File: src/rtl/mips_pipe_pkg.sv
// Shared definitions for the MIPS pipeline hazard/stall logic.
package mips_pipe_pkg;

  localparam int unsigned REG_ADDR_W = 5;
  // Register $0 is hardwired to zero, so it never carries a real dependency.
  localparam int unsigned REG_ZERO   = 0;

  typedef enum logic [1:0] {
    RUN,
    LOAD_STALL,
    MEM_WAIT
  } hz_state_t;

endpackage

File: src/rtl/sat_counter.sv
// Saturating up-counter with enable and synchronous clear.
module sat_counter #(
  parameter int unsigned Width = 16
) (
  input  logic             clk_i,
  input  logic             clr_i,
  input  logic             en_i,
  output logic [Width-1:0] count_o
);

  logic [Width-1:0] count_q, count_d;

  // Next count: clear wins, otherwise increment until all ones.
  always_comb begin
    count_d = count_q;
    if (clr_i) begin
      count_d = '0;
    end else if (en_i && (count_q != '1)) begin
      count_d = count_q + Width'(1);
    end
  end

  // Count register.
  always_ff @(posedge clk_i) begin
    count_q <= count_d;
  end

  assign count_o = count_q;

endmodule

File: src/rtl/hazard_stall_controller.sv
// Load-use hazard detection, multi-bubble stall, memory freeze and branch flush control.
module hazard_stall_controller #(
  parameter int unsigned REG_ADDR_W   = mips_pipe_pkg::REG_ADDR_W,
  parameter int unsigned LOAD_LATENCY = 1,
  parameter int unsigned CNT_W        = 16
) (
  input  logic                  clk,
  input  logic                  reset,
  input  logic                  ID_EX_MemRead,
  input  logic [REG_ADDR_W-1:0] ID_EX_RegisterRt,
  input  logic [REG_ADDR_W-1:0] IF_ID_RegisterRs,
  input  logic [REG_ADDR_W-1:0] IF_ID_RegisterRt,
  input  logic                  IF_ID_UsesRt,
  input  logic                  branchTaken,
  input  logic                  memBusy,
  output logic                  stall,
  output logic                  pcWrite,
  output logic                  IF_ID_Write,
  output logic                  IF_ID_Flush,
  output logic                  pipeFreeze,
  output logic [CNT_W-1:0]      stallCount
);

  import mips_pipe_pkg::*;

  localparam int unsigned CntW = $clog2(LOAD_LATENCY + 1);
  // The hazard cycle itself is the first bubble, so LOAD_STALL covers the rest.
  localparam logic [CntW-1:0] CntInit = CntW'(LOAD_LATENCY - 1);

  hz_state_t       state_q, state_d, eval_st;
  logic [CntW-1:0] cnt_q, cnt_d;
  logic            hz;

  assign hz = ID_EX_MemRead &&
              (ID_EX_RegisterRt != REG_ADDR_W'(REG_ZERO)) &&
              ((ID_EX_RegisterRt == IF_ID_RegisterRs) ||
               (IF_ID_UsesRt && (ID_EX_RegisterRt == IF_ID_RegisterRt)));

  // Next-state and output decode; the MEM_WAIT exit cycle behaves as its destination state.
  always_comb begin
    state_d     = state_q;
    cnt_d       = cnt_q;
    stall       = 1'b0;
    pcWrite     = 1'b1;
    IF_ID_Write = 1'b1;
    IF_ID_Flush = 1'b0;
    pipeFreeze  = 1'b0;

    eval_st = state_q;
    if ((state_q == MEM_WAIT) && !memBusy) begin
      eval_st = (cnt_q != '0) ? LOAD_STALL : RUN;
    end

    if (!reset) begin
      unique case (eval_st)
        RUN: begin
          if (memBusy) begin
            pipeFreeze  = 1'b1;
            pcWrite     = 1'b0;
            IF_ID_Write = 1'b0;
            state_d     = MEM_WAIT;
          end else if (hz) begin
            stall       = 1'b1;
            pcWrite     = 1'b0;
            IF_ID_Write = 1'b0;
            state_d     = RUN;
            if (LOAD_LATENCY > 1) begin
              state_d = LOAD_STALL;
              cnt_d   = CntInit;
            end
          end else begin
            IF_ID_Flush = branchTaken;
            state_d     = RUN;
          end
        end
        LOAD_STALL: begin
          pcWrite     = 1'b0;
          IF_ID_Write = 1'b0;
          if (memBusy) begin
            // Freeze without consuming a bubble; cnt resumes after the wait.
            pipeFreeze = 1'b1;
            state_d    = MEM_WAIT;
          end else begin
            stall   = 1'b1;
            cnt_d   = cnt_q - CntW'(1);
            state_d = (cnt_q == CntW'(1)) ? RUN : LOAD_STALL;
          end
        end
        MEM_WAIT: begin
          pipeFreeze  = 1'b1;
          pcWrite     = 1'b0;
          IF_ID_Write = 1'b0;
          state_d     = MEM_WAIT;
        end
        default: begin
          state_d = RUN;
          cnt_d   = '0;
        end
      endcase
    end
  end

  // State and bubble-counter registers with synchronous reset.
  always_ff @(posedge clk) begin
    if (reset) begin
      state_q <= RUN;
      cnt_q   <= '0;
    end else begin
      state_q <= state_d;
      cnt_q   <= cnt_d;
    end
  end

  sat_counter #(
    .Width (CNT_W)
  ) u_stall_cnt (
    .clk_i   (clk),
    .clr_i   (reset),
    .en_i    (stall | pipeFreeze),
    .count_o (stallCount)
  );

endmodule

File: config.mk
export PLATFORM = sky130hd
export DESIGN_NAME = hazard_stall_controller
export DESIGN_NICKNAME = d
export VERILOG_FILES = /design/src/rtl/mips_pipe_pkg.sv /design/src/rtl/sat_counter.sv /design/src/rtl/hazard_stall_controller.sv
export SDC_FILE = /design/constraint.sdc
export NUM_CORES = 1
export LEC_CHECK = 0
export CELL_PAD_IN_SITES_DETAIL_PLACEMENT = 1
export CELL_PAD_IN_SITES_GLOBAL_PLACEMENT = 1
export CORE_ASPECT_RATIO = 0.8
export CORE_MARGIN = 5
export CORE_UTILIZATION = 28
export DETAILED_ROUTE_END_ITERATION = 16
export GPL_TIMING_DRIVEN = 0
export PLACE_DENSITY_LB_ADDON = 0.1
export SETUP_SLACK_MARGIN = 0.05
export SKIP_LAST_GASP = 1
export SYNTH_ARGS = -nofsm -noshare
export SYNTH_HDL_FRONTEND = slang
export SYNTH_SLANG_ARGS = --single-unit
File: constraint.sdc
create_clock -name clk -period 2.5 [get_ports clk]
set_input_delay 0.625 -clock clk [delete_from_list [all_inputs] [get_ports clk]]
set_output_delay 0.625 -clock clk [all_outputs]
set_load 0.1 [all_outputs]
Word-level counts from Yosys, hierarchy flattened
Index checks and enable logic that the tools add are counted.
Word-level totals
  input port bits: 21
  register bits after elaboration: 19
  output and inout bits: 21
Operators by class
  bitwise gates (word level): 2
  add/sub/neg operators: 2
  reduce and logical (&&, ||, !) cells: 13
  equality and inequality tests: 7
  multiplexer cells: 24
Operators with widths (count)
  16-bit by 1-bit adder with 16-bit output, second input constant: 1
  1-bit 2-to-1 mux: 16
  16-bit inequality test, second input constant: 1
  5-bit equality test: 2
  1-bit case mux with 2 select lines: 4
  2-bit 2-to-1 mux: 3
  2-bit case mux with 3 select lines: 1
  2-bit OR reduction: 3
  1-bit logical AND: 5
  5-bit nonzero test: 1
  2-bit equality test, second input constant: 2
  2-bit by 1-bit equality test with 1-bit output, second input constant: 1
  2-bit logical NOT: 1
  2-bit inequality test, second input constant: 1
  2-bit AND reduction: 1
  1-bit logical NOT: 1
  1-bit logical OR: 1
  1-bit NOT: 1
  1-bit bitwise OR: 1
  1-bit subtractor, second input constant: 1

Depth between registers and ports, before layout
  depth in word-level cells: 10
  gate-level depth with buffers: 9
  gate-level depth less buffers: 6

By module
Synthesis repeated with hierarchy kept, for this count alone.
Second synthesis, totals
  cell total of the unflattened synthesis: 139
  area total of the unflattened synthesis: 1142.3 sq um
Modules (own cells, without submodules)
  sat_counter: cells each 99, times used 1, area each 848.3 sq um
  hazard_stall_controller: cells each 40, times used 1, area each 294.0 sq um

Worst setup path after synthesis
OpenSTA, ideal clock, no wires.
  kind: input-to-output
  from: input port ID_EX_RegisterRt[3]
  to: output port stall
  arrival: 3.515 ns
  setup slack: -1.640 ns
  stages on the path: 6
  data required time: 1.875 ns
  cell sequence: xor2_1 nor4_1 a32oi_1 nor2_1 nor3b_1 nor3b_1
On the way
  longest elaborated chain between the ends: 8
  elaborated cells on any way between the ends: 11
  those cells by class: eq/ne: 2; mux: 4; reduce/logical: 5
Ends and longest elaborated chain
  from (decl): RTL line hazard_stall_controller.sv:10  | input logic [REG_ADDR_W-1:0] ID_EX_RegisterRt,
  5-bit equality test: RTL line hazard_stall_controller.sv:37  | (IF_ID_UsesRt && (ID_EX_RegisterRt == IF_ID_RegisterRt)));
  1-bit logical AND: RTL line hazard_stall_controller.sv:37
  1-bit logical OR: RTL line hazard_stall_controller.sv:36  | ((ID_EX_RegisterRt == IF_ID_RegisterRs) ||
  1-bit logical AND *: RTL line hazard_stall_controller.sv:35  | (ID_EX_RegisterRt != REG_ADDR_W'(REG_ZERO)) &&
  1-bit 2-to-1 mux *: RTL line hazard_stall_controller.sv:62  | end else if (hz) begin
  1-bit 2-to-1 mux *: RTL line hazard_stall_controller.sv:57  | if (memBusy) begin
  1-bit case mux with 2 select lines *: RTL line hazard_stall_controller.sv:55  | unique case (eval_st)
  1-bit 2-to-1 mux *: RTL line hazard_stall_controller.sv:54  | if (!reset) begin
  to (decl): RTL line hazard_stall_controller.sv:16  | output logic stall,
Mark *: on every way between the ends. The rest lies on a longest branch, timed or not.

Worst setup path after layout
  from: input port ID_EX_RegisterRt[2]
  to: output port pcWrite
On the way
  longest elaborated chain between the ends: 8
  elaborated cells on any way between the ends: 11
  those cells by class: eq/ne: 2; mux: 4; reduce/logical: 5
Ends and longest elaborated chain
  5-bit equality test: RTL line hazard_stall_controller.sv:37
  1-bit logical AND: RTL line hazard_stall_controller.sv:37
  1-bit logical OR: RTL line hazard_stall_controller.sv:36
  1-bit logical AND *: RTL line hazard_stall_controller.sv:35
  1-bit 2-to-1 mux *: RTL line hazard_stall_controller.sv:62
  1-bit 2-to-1 mux *: RTL line hazard_stall_controller.sv:57
  1-bit case mux with 2 select lines *: RTL line hazard_stall_controller.sv:55
  1-bit 2-to-1 mux *: RTL line hazard_stall_controller.sv:54
  to (decl): RTL line hazard_stall_controller.sv:17  | output logic pcWrite,
Marked as above.

==> flow_summary.yaml <==
cells_and_area:
  area_delta_synth_final_pct: 69.18
  post-route-util: 0.4915
  nFillCells: 452
  multi_input_area_um2: 804.5
  drive_gt1_frac: 0.3191
  regArea_um2: 390.4
  diodes: 0
  final_nets: 211
synthesis:
  syn-num-nets: 159
  ys_types: 32
  syn_inst: 137
  avgSynthCellArea_um2: 8.119
  synthesis.area_mm2: 0.001112
  ys_ff_latch: 19
  seq_area_frac_synth: 0.3420
  yosys_warnings: 0
worst_setup_path:
  end_kind: "primary output"
  arrival_ns: 2.17
  cp_max_fo: 4
  critPathKind: "input pin to primary output"
  worstPathRequired_ns: 1.88
  critPathLaunchType: "input pin"
job:
  maxCapViolCount: 0
sta:
  tightest_slew_ns: 0.9828
  hold_slack_ns: 0.4961
  setup_viol: 4
  rsz0062_at_grt: "yes"
  slew_headroom: 0.3438
  max_freq_mhz: 357.4
  setup_ws_ns: -0.2984
  finalHoldViolations: 0
  slew_viol_final: 0
  period_needed_ns: 2.798
  clock_skew_ns: 0.006970
  fin_crit_sh: 1.119
route:
  wl_per_cell_um: 15.70
  drt_pass1_iterations: 4
  drc: 0
  via_per_inst: 5.082
  vias: 1235
  drt_wl_total_mm: 3.816
  initialDrtViolationCount: 48
  drtAntennaViolNets: 0
power_and_ir_drop:
  vdd.ir_drop.worst_v: 0.0002258
  total_leakage_power_nw: 0.7750
  power_density_mw_per_mm2: 375.6
status:
  status: "finished, violations left"
  violations: "negative setup slack"
global_route:
  grt_pass1_vias: 1155
  overflow: 0
  grt_max_degree: 12
  grt_pass1_wl_mm: 5.761
  grt_usage: 0.1396
  antenna_found_initial: 0
worst_hold_path:
  hold_class: "flip-flop to flip-flop"
floorplan:
  die_x_um: 80.47
  die_area_mm2: 0.005341
  rows: 20
  dieHeight_um: 66.38
  start_util: 0.2905
  ios: 42
  core_area_mm2: 0.003829
clocking:
  cts_made_buffers: 3
  cts.sinks: 19
  cts.path.max_buffers: 2
  clockRootBuffer: "clkbuf_8"
  htreeDepth: 1
  clk_pin_slew_worst_paths_ns: 0.07
  tritoncts: "done"
  worstSkewPairLatency_ns: 0.26
place:
  globalplace.congestion: 0.7723
  post-place-ws_ns: -1.793
  dp.final_hpwl_mm: 2.763
  port_buffers: 40
==> through the flow <==
stage | cell area (um2) | TNS (ns) | total power [mW] | std cells
6_report | 1882 | -1.003 | 0.7068 | 243
5_1_grt | 1882 | -1.226 | 0.7389 | 243
4_1_cts | 1765 | -1.053 | 0.6989 | 241
3_5_place_dp | 1640 | -14.10 | 0.4654 | 232
3_3_place_gp | 1640 | -13.02 | 0.4638 | 232
2_1_floorplan | 1171 | -0.7978 | 0.4066 | 137
==> layout by cell type (no fill, tap or decap), types with 4 or more instances in the layout <==
cell type and n:
or3_1 7, dfxtp_1 11, nand4_1 4, dfxtp_2 8, o21ai_0 7, buf_12 6, nor2_1 9, dlygate4sd2_1 9
clkbuf_2 5, a21oi_1 10, nand3_1 4, clkdlybuf4s50_1 10, or4_1 4, dlymetal6s2s_1 6, buf_4 9, nand2_1 8
inv_1 5, o31ai_1 4, xor2_1 7
==> timing repair <==
action	in CTS	in global routing
resized for setup	87	37
hold buffers	0	0
buffers inserted	5	2
pin swaps	12	17
setup endpoints to repair	25	20
==> state kept, by name (all words and copies together) (netlist names) <==
| register | flops |
|---|---|
| u_stall_cnt.count_o | 16 |
| state_q | 2 |
| cnt_q | 1 |
==> final cells by class <==
class                           count  area share
Inverter                            5    0.009973
Clock inverter                      1    0.002660
Multi-Input combinational cell    106      0.4275
Tap cell                           55     0.03657
Timing Repair Buffer               47      0.2560
Sequential cell                    19      0.2074
Buffer                              7     0.03790
Clock buffer                        3     0.02194
==> worst max-delay path, stage by stage <==
cell      delay, ns
buf_8          0.10
or4_4          0.55
o21ai_4        0.15
nand2b_4       0.13
o21a_1         0.14
buf_6          0.11
buf_12         0.11
buf_12         0.09
buf_12         0.16
==> metal layers <==
layer  track usage  vias up  wire, um
met4       0.02532        0        19
met1        0.1919      606      1790
met2        0.2180       15      1859
met3       0.03951        2       147
li1              -      612         -
met5             0        -         0
==> kinds of logic after synthesis <==
kind of cell | share of synthesized area
simple gates | 0.2902
compound gates | 0.2047
flops | 0.3420
buf+inv | 0.05287
xor+xnor | 0.07875
mux | 0.02025
fa+ha+maj | 0.01125
==> power by group <==
group	leakage (nW)	internal (mW)	switching (mW)
combinational	0.592	0.0762	0.0975
clock	0.0255	0.111	0.112
sequential	0.157	0.306	0.00393
==> final timing paths <==
| path | start | to | slack (ns) | depth (start not counted) |
|---|---|---|---|---|
| max | ID_EX_RegisterRt[2] | pcWrite | -0.30 | 9 |
| min | u_stall_cnt.count_o[3]$_SDFFE_PP0P_ | u_stall_cnt.count_o[3]$_SDFFE_PP0P_ | 0.50 | 1 |
| max reg2reg | u_stall_cnt.count_o[0]$_SDFFE_PP0P_ | u_stall_cnt.count_o[1]$_SDFFE_PP0P_ | 0.26 | 7 |
| min reg2reg | u_stall_cnt.count_o[3]$_SDFFE_PP0P_ | u_stall_cnt.count_o[3]$_SDFFE_PP0P_ | 0.50 | 1 |
==> synthesized netlist by cell type <==
master     n  area share
buf_4      1      0.0068
o31ai_1    4       0.027
a21oi_1   13       0.058
and4_1     2       0.016
and2_1     2       0.011
xnor2_1    1      0.0079
buf_6      1       0.010
nand2_1    8       0.027
dfxtp_1   19        0.34
o21a_1     3       0.020
ha_1       1       0.011
buf_2      2      0.0090
nor2b_1    1      0.0056
nor4b_1    1      0.0079
a32oi_1    1      0.0079
or3_1      7       0.039
nand4_1    4       0.022
o41ai_1    3       0.024
nor3_1     2      0.0090
nand2b_1   3       0.017
or3b_2     1      0.0079
or4_1      6       0.040
o21ai_0    8       0.036
nor4_1     2       0.011
nor2_1    11       0.037
inv_1      5       0.017
clkbuf_1   3       0.010
mux2_2     2       0.020
o311ai_0   4       0.031
nand3_1    4       0.018
nor3b_1    3       0.020
xor2_1     9       0.071
(Power assumes the default switching activity.)
